**src/rtl/rf_bank_arbiter.sv**
```systemverilog
// rtl/rf_bank_arbiter.sv - register-file bank arbiter for four operand collectors
// Eight request slots (two per OC) compete round-robin per bank; CDB writes take priority.
module rf_bank_arbiter (
  input  logic        clk,
  input  logic        rst,
  input  logic        Alloc_Valid,
  input  logic [1:0]  Alloc_OCID,
  input  logic        Src1_Valid,
  input  logic        Src2_Valid,
  input  logic [1:0]  Src1_Bank,
  input  logic [1:0]  Src2_Bank,
  input  logic [2:0]  Src1_Row,
  input  logic [2:0]  Src2_Row,
  input  logic        Src_Same,
  input  logic        WriteEn_CDB,
  input  logic [1:0]  WriteBank_CDB,
  output logic        Alloc_Stall,
  output logic [3:0]  RF_RdEn,
  output logic [11:0] RF_RdRow,
  output logic [11:0] RF_RdSlot,
  output logic [7:0]  Rd_Done,
  output logic [7:0]  Pending
);

  logic [7:0] pend_q;
  logic [1:0] slot_bank [8];
  logic [2:0] slot_row  [8];
  logic [3:0] same_q;
  logic [2:0] ptr       [4];
  logic [7:0] done_q;

  logic [3:0] gnt_vld;
  logic [2:0] gnt_slot  [4];
  logic [7:0] pend_clr;
  logic [7:0] pend_set;
  logic [7:0] done_next;
  logic [3:0] same_clr;
  logic [2:0] s1_slot;
  logic [2:0] s2_slot;
  logic       accept;

  assign s1_slot     = {Alloc_OCID, 1'b0};
  assign s2_slot     = {Alloc_OCID, 1'b1};
  assign Alloc_Stall = Alloc_Valid & (pend_q[s1_slot] | pend_q[s2_slot]);
  assign accept      = Alloc_Valid & ~Alloc_Stall;

  // Grants look only at registered state, so a same-cycle allocation is never granted.
  always_comb begin
    logic [2:0] idx;
    idx     = '0;
    gnt_vld = '0;
    for (int b = 0; b < 4; b++) begin
      gnt_slot[b] = '0;
      for (int i = 0; i < 8; i++) begin
        idx = ptr[b] + 3'(i);
        if (!gnt_vld[b] && pend_q[idx] && slot_bank[idx] == 2'(b) &&
            !(WriteEn_CDB && WriteBank_CDB == 2'(b))) begin
          gnt_vld[b]  = 1'b1;
          gnt_slot[b] = idx;
        end
      end
    end
  end

  always_comb begin
    RF_RdRow  = '0;
    RF_RdSlot = '0;
    pend_clr  = '0;
    done_next = '0;
    same_clr  = '0;
    for (int b = 0; b < 4; b++) begin
      if (gnt_vld[b]) begin
        RF_RdRow[3*b +: 3]  = slot_row[gnt_slot[b]];
        RF_RdSlot[3*b +: 3] = gnt_slot[b];
        pend_clr[gnt_slot[b]]  = 1'b1;
        done_next[gnt_slot[b]] = 1'b1;
        // A shared-register read also completes the OC's Src2 operand.
        if (!gnt_slot[b][0] && same_q[gnt_slot[b][2:1]]) begin
          done_next[{gnt_slot[b][2:1], 1'b1}] = 1'b1;
          same_clr[gnt_slot[b][2:1]]          = 1'b1;
        end
      end
    end
  end

  always_comb begin
    pend_set = '0;
    if (accept && Src1_Valid)               pend_set[s1_slot] = 1'b1;
    if (accept && Src2_Valid && !Src_Same)  pend_set[s2_slot] = 1'b1;
  end

  assign RF_RdEn = gnt_vld;
  assign Rd_Done = done_q;
  assign Pending = pend_q;

  always_ff @(posedge clk) begin
    if (rst) begin
      pend_q <= '0;
      same_q <= '0;
      done_q <= '0;
      for (int s = 0; s < 8; s++) begin
        slot_bank[s] <= '0;
        slot_row[s]  <= '0;
      end
      for (int b = 0; b < 4; b++) ptr[b] <= '0;
    end else begin
      done_q <= done_next;
      pend_q <= (pend_q & ~pend_clr) | pend_set;
      for (int b = 0; b < 4; b++) begin
        if (gnt_vld[b]) ptr[b] <= gnt_slot[b] + 3'd1;
      end
      same_q <= same_q & ~same_clr;
      if (accept && (Src1_Valid || Src2_Valid)) same_q[Alloc_OCID] <= Src_Same & Src1_Valid;
      if (accept && Src1_Valid) begin
        slot_bank[s1_slot] <= Src1_Bank;
        slot_row[s1_slot]  <= Src1_Row;
      end
      if (accept && Src2_Valid && !Src_Same) begin
        slot_bank[s2_slot] <= Src2_Bank;
        slot_row[s2_slot]  <= Src2_Row;
      end
    end
  end

endmodule

```
**config.mk**
```make
export PLATFORM = sky130hd
export DESIGN_NAME = rf_bank_arbiter
export DESIGN_NICKNAME = d
export VERILOG_FILES = /design/src/rtl/rf_bank_arbiter.sv
export SDC_FILE = /design/constraint.sdc
export NUM_CORES = 1
export LEC_CHECK = 0
export ABC_AREA = 1
export ABC_CLOCK_PERIOD_IN_PS = 3850
export CAP_MARGIN = 20
export CORE_UTILIZATION = 55
export CTS_CLUSTER_SIZE = 20
export DETAILED_ROUTE_END_ITERATION = 7
export GPL_ROUTABILITY_DRIVEN = 0
export PLACE_DENSITY = 0.83
export SYNTH_ARGS = -nofsm -noshare
export SYNTH_HDL_FRONTEND = slang
export SYNTH_SLANG_ARGS = --single-unit
```
**constraint.sdc**
```tcl
create_clock -name clk -period 3.85 [get_ports clk]
set_input_delay 0.77 -clock clk [delete_from_list [all_inputs] [get_ports clk]]
set_output_delay 0.77 -clock clk [all_outputs]
set_load 0.02 [all_outputs]
```
==> results of run 1 <==
[timing repair]
action | in CTS
setup buffers | 78
pin swaps | 129
cloned | 13
setup endpoints to repair | 28
gates resized for setup | 454
[synth_stat cells, types with 3 or more instances]
cell type,count
nand2_1,512
edfxtp_1,52
nand3_1,188
buf_4,16
nand3b_1,3
nand2_4,3
nor3_2,5
clkbuf_1,9
dfxtp_1,20
nand4_1,35
nor2_1,174
ha_1,11
inv_1,149
o21ai_1,28
o21ai_0,62
nor2_4,7
nand4_2,4
inv_2,13
xor2_1,7
buf_2,18
nor3_1,11
o211ai_1,10
or2_2,5
nand3_2,15
nor2_2,8
a21oi_1,60
o22ai_1,17
nand2_2,21
buf_6,17
[per-stage QoR]
step	utilization (%)	area (um^2)	setup slack (ns)
floorplan	-	8950	0.0103
global placement	72.5	11500	-0.890
detailed placement	72.5	11500	-1.03
CTS	86.8	13700	-0.382
[per-layer routing]
metal,track usage (%),GRT overflow
met3,57.7,0
met4,75.8,7
met1,72.7,0
met2,89.1,2
met5,28.8,0
[cells by family after synthesis]
family	after synthesis	synth area share, %
fa+ha+maj	11	1.55
xor+xnor	10	1.07
compound gates	194	12.5
mux	1	0.113
flops	72	22.1
simple gates	1000	50.5
buf+inv	229	12.2
==> impl_metrics.tcl, run 1 <==
set metrics [dict create \
    yosysTopAreaCellShare_pct 21.6 \
    synth_seq_cells 72 \
    synthFlopType "edfxtp_1" \
    hpwl_um 26500 \
    syn_nets 1549 \
    dp_cells 1999 \
    tool.error "[ERROR GRT-0116] Global routing finished with congestion. Check the congestion regions in the DRC Viewer." \
    synth_edf_count 52 \
    synth_area_per_cell_um2 5.86 \
    holdBufCountCts 0 \
    yosysTopAreaCell "nand2_1" \
    cts_buffer_depth 2 \
    yosysWarningCount 0 \
    stop_stage "global routing" \
    synth_seq_area_share_pct 22.1 \
    synth.area.top_cells "nand2_1 (22%), edfxtp_1 (18%), nand3_1 (11%)" \
    grt-ovfl-total 9 \
    root_buffer "clkbuf_16" \
    synthArstFlopShare_pct 0 \
    io_buffers 65 \
    outcome "aborted with a tool error" \
    grt_max_degree 26 \
    io_pins 66 \
    synth_cells 1517 \
    h-tree-depth 3 \
    die_h_um 129 \
    grt_use_total_pct 73.1 \
    cts.sinks 72 \
    syn_area_um2 8890 \
    die_x_um 129 \
    initial_core_util_pct 56.2 \
    grt_pass1_wl_um 92300 \
    grt_pass1_vias 16036 \
    synth_cell_types 54 \
    rows 46 \
    cts_buffers 9 \
]
==> run 2: changes to the inputs <==
--- a/config.mk
+++ b/config.mk
@@ -6,13 +6,12 @@
 export NUM_CORES = 1
 export LEC_CHECK = 0
 export ABC_AREA = 1
-export ABC_CLOCK_PERIOD_IN_PS = 3850
+export ABC_CLOCK_PERIOD_IN_PS = 5000
 export CAP_MARGIN = 20
-export CORE_UTILIZATION = 55
-export CTS_CLUSTER_SIZE = 20
+export CORE_UTILIZATION = 40
 export DETAILED_ROUTE_END_ITERATION = 7
 export GPL_ROUTABILITY_DRIVEN = 0
-export PLACE_DENSITY = 0.83
+export PLACE_DENSITY_LB_ADDON = 0.15
 export SYNTH_ARGS = -nofsm -noshare
 export SYNTH_HDL_FRONTEND = slang
 export SYNTH_SLANG_ARGS = --single-unit
==> constraint.sdc (replaced) <==
create_clock -name clk -period 5 [get_ports clk]
set_input_delay 1 -clock clk [delete_from_list [all_inputs] [get_ports clk]]
set_output_delay 1 -clock clk [all_outputs]
set_load 0.02 [all_outputs]
==> impl_metrics.tcl, run 2 <==
set metrics [dict create \
    wire_per_inst_um 16.7 \
    h-tree-depth 3 \
    clock.fmax_ghz 0.208 \
    outcome "complete, no violations" \
    syn_to_final_growth_pct 27.5 \
    reg2reg_slack_ns 1.23 \
    nets 1750 \
    largest_reg_flops 24 \
    hold_path_class "flip-flop to flip-flop" \
    root_buffer "clkbuf_16" \
    die_x_um 151 \
    yosysTopAreaCell "nand2_1" \
    hp-start "same_q[3]" \
    crit_path_end_kind "output port" \
    r2r-start "ptr[3][1]" \
    hpwl_um 26700 \
    fin_crit_sh_pct 96.3 \
    postPlaceCellArea_um2 10800 \
    via_per_inst 5.37 \
    clkTransAtPathRegs_ns 0.06 \
    post-route-min-period_ns 4.82 \
    path_buf_inv 8 \
    antenna_found_initial 0 \
    rows 54 \
    synth_cell_types 54 \
    slowest_delay_ns 0.48 \
    start_kind "input pin" \
    cts_buffers 9 \
    hold_path_depth 4 \
    cts_buffer_depth 2 \
    drt_iter0_drc 1152 \
    insertion_delay_ns 0.34 \
    firstDrtPassIters 5 \
    synth_seq_cells 72 \
    grt_max_degree 38 \
    syn_area_um2 8890 \
    synth_area_per_cell_um2 5.86 \
    synth_edf_count 52 \
    synth_common_cells "nand2_1 (512), nand3_1 (188), nor2_1 (174)" \
    holdBufCountCts 0 \
    design_area_um2 11300 \
    die-area_um2 22800 \
    reg_top3 "slot_row x24, slot_bank x16, ptr x12" \
    place_ws_ns -0.369 \
    routed_wl_um 33400 \
    io_pins 66 \
    top_register "slot_row" \
    initial_core_util_pct 40.8 \
    critPathKind "input pin to output port" \
    fin_hold_ws_ns 0.553 \
    grt_pass1_vias 9494 \
    crit_required_ns 4.00 \
    synthArstFlopShare_pct 0 \
    reg2regPathDepth 26 \
    grt-ovfl-total 0 \
    synth.area.top_cells "nand2_1 (22%), edfxtp_1 (18%), nand3_1 (11%)" \
    clock_skew_ns 0.0100 \
    num_vias 10764 \
    final_layout_size_suffix_gt1_share_pct 20.0 \
    final.setup.worst_slack_ns 0.184 \
    cp.arrival_ns 3.82 \
    crit_path_cell_trace "clkdlybuf4s50_1, inv_2, nor3_2, buf_4, buf_4, o21bai_4, buf_4, nand3_1, o21ai_1, nor3_2, nand3_2, inv_4, buf_4, o21ai_0, nand3_1, nor2_1, clkdlybuf4s15_1" \
    path_max_fanout 13 \
    syn_nets 1549 \
    crit_slowest_cell "clkdlybuf4s50_1" \
    drv_slew 0 \
    core_um2 21800 \
    rr_endpoint "same_q[0]" \
    drc_errors 0 \
    grt_use_total_pct 29.7 \
    die_h_um 151 \
    crit_family "buffers and inverters" \
    antenna_left 0 \
    cts_tree "built" \
    mostFrequentLayoutCells "nand2_1 (509), nand3_1 (182), buf_4 (182)" \
    drv_cap 0 \
    grt_pass1_wl_um 51400 \
    synthFlopType "edfxtp_1" \
    final_common_cell "nand2_1" \
    synth_most_common_cell "nand2_1" \
    hold_end "same_q[3]" \
    yosysWarningCount 0 \
    synth_seq_area_share_pct 22.1 \
    cts.sinks 72 \
    setup_violations 0 \
    yosysTopAreaCellShare_pct 21.6 \
    synth_cells 1517 \
    max-slew-margin-rel_pct 57.6 \
    worst-slew-pin-transition_ns 0.636 \
    finalHoldViolations 0 \
    crit_path_frequent_cell "buf_4" \
    io_buffers 65 \
    diodes 0 \
]
==> run 2: cell counts after synthesis <==
No cell type changed its count.
==> run 2: worst max-delay path by stage <==
stage,startpoint,endpoint,slack (ns),depth (start not counted)
2_1_floorplan,ptr[0][1],RF_RdRow[0],0.66,20
3_3_place_gp,WriteBank_CDB[1],RF_RdRow[9],-0.35,18
3_5_place_dp,WriteBank_CDB[1],RF_RdRow[9],-0.37,18
4_1_cts,WriteEn_CDB,RF_RdRow[8],0.008,18
5_1_grt,WriteEn_CDB,RF_RdRow[4],-0.004,17
6_report,WriteEn_CDB,RF_RdRow[4],0.18,17
==> run 2: through the flow <==
step,instances,util (%),setup TNS [ns]
finish,2003,52.0,0
global route,2003,52.0,-0.00394
CTS,1993,51.1,0
detailed placement,1974,49.4,-2.93
global placement,1974,49.4,-2.77
floorplan,1517,-,0
==> run 2: tightest hold or removal path: cells and delay by family (launching register included) <==
family / cells / cell delay, ns
AND/OR/NAND/NOR: 3 / 0.15
AO/OA/AOI/OAI: 1 / 0.05
flip-flops: 1 / 0.31
==> run 2: cell families after synthesis <==
group                      synth area share, %
and+or+nand+nor                           50.5
adders and majority gates                 1.55
buffers and inverters                     12.2
DFF                                       22.1
muxes                                    0.113
xor gates and xnor gates                  1.07
AOI/OAI and AO/OA                         12.5
==> run 2: cell type report <==
cell class	count	area [um^2]
repair buffers	251	2050
clock buffers	9	225
well taps	280	350
fillers	2261	10500
inverters	168	662
clock inverters	7	86.3
multi-input cells	1216	6000
flip-flops and latches	72	1960
==> run 2: layer usage <==
metal  GRT usage, %  vias to the layer above  routed length, um
met5              0                        -                  0
met4           10.3                        0                979
met3           2.74                       69               2410
met2           49.3                      427              15500
met1           40.1                     4893              14500
li1               -                     5375                  -
==> run 2: what timing repair did <==
action / CTS / global route
setup endpoints to repair: 13 / 17
setup buffers: 3 / 10
pin swaps: 0 / 14
gates resized for setup: 34 / 66
Power of run 2 is left out: the tool's default activity adds up to more than one toggle a clock period on the data nets, which glitch-free logic cannot reach.
==> run 3: changes to the inputs <==
--- a/config.mk
+++ b/config.mk
@@ -9,6 +9,8 @@
 export ABC_CLOCK_PERIOD_IN_PS = 5000
 export CAP_MARGIN = 20
 export CORE_UTILIZATION = 40
+export CTS_BUF_LIST = sky130_fd_sc_hd__clkbuf_16
+export CTS_CLUSTER_SIZE = 12
 export DETAILED_ROUTE_END_ITERATION = 7
 export GPL_ROUTABILITY_DRIVEN = 0
 export PLACE_DENSITY_LB_ADDON = 0.15
==> results of run 3 <==
The final DEF is identical to that of run 2; final timing and power are the same.
Power of run 3 is left out for the same reason.
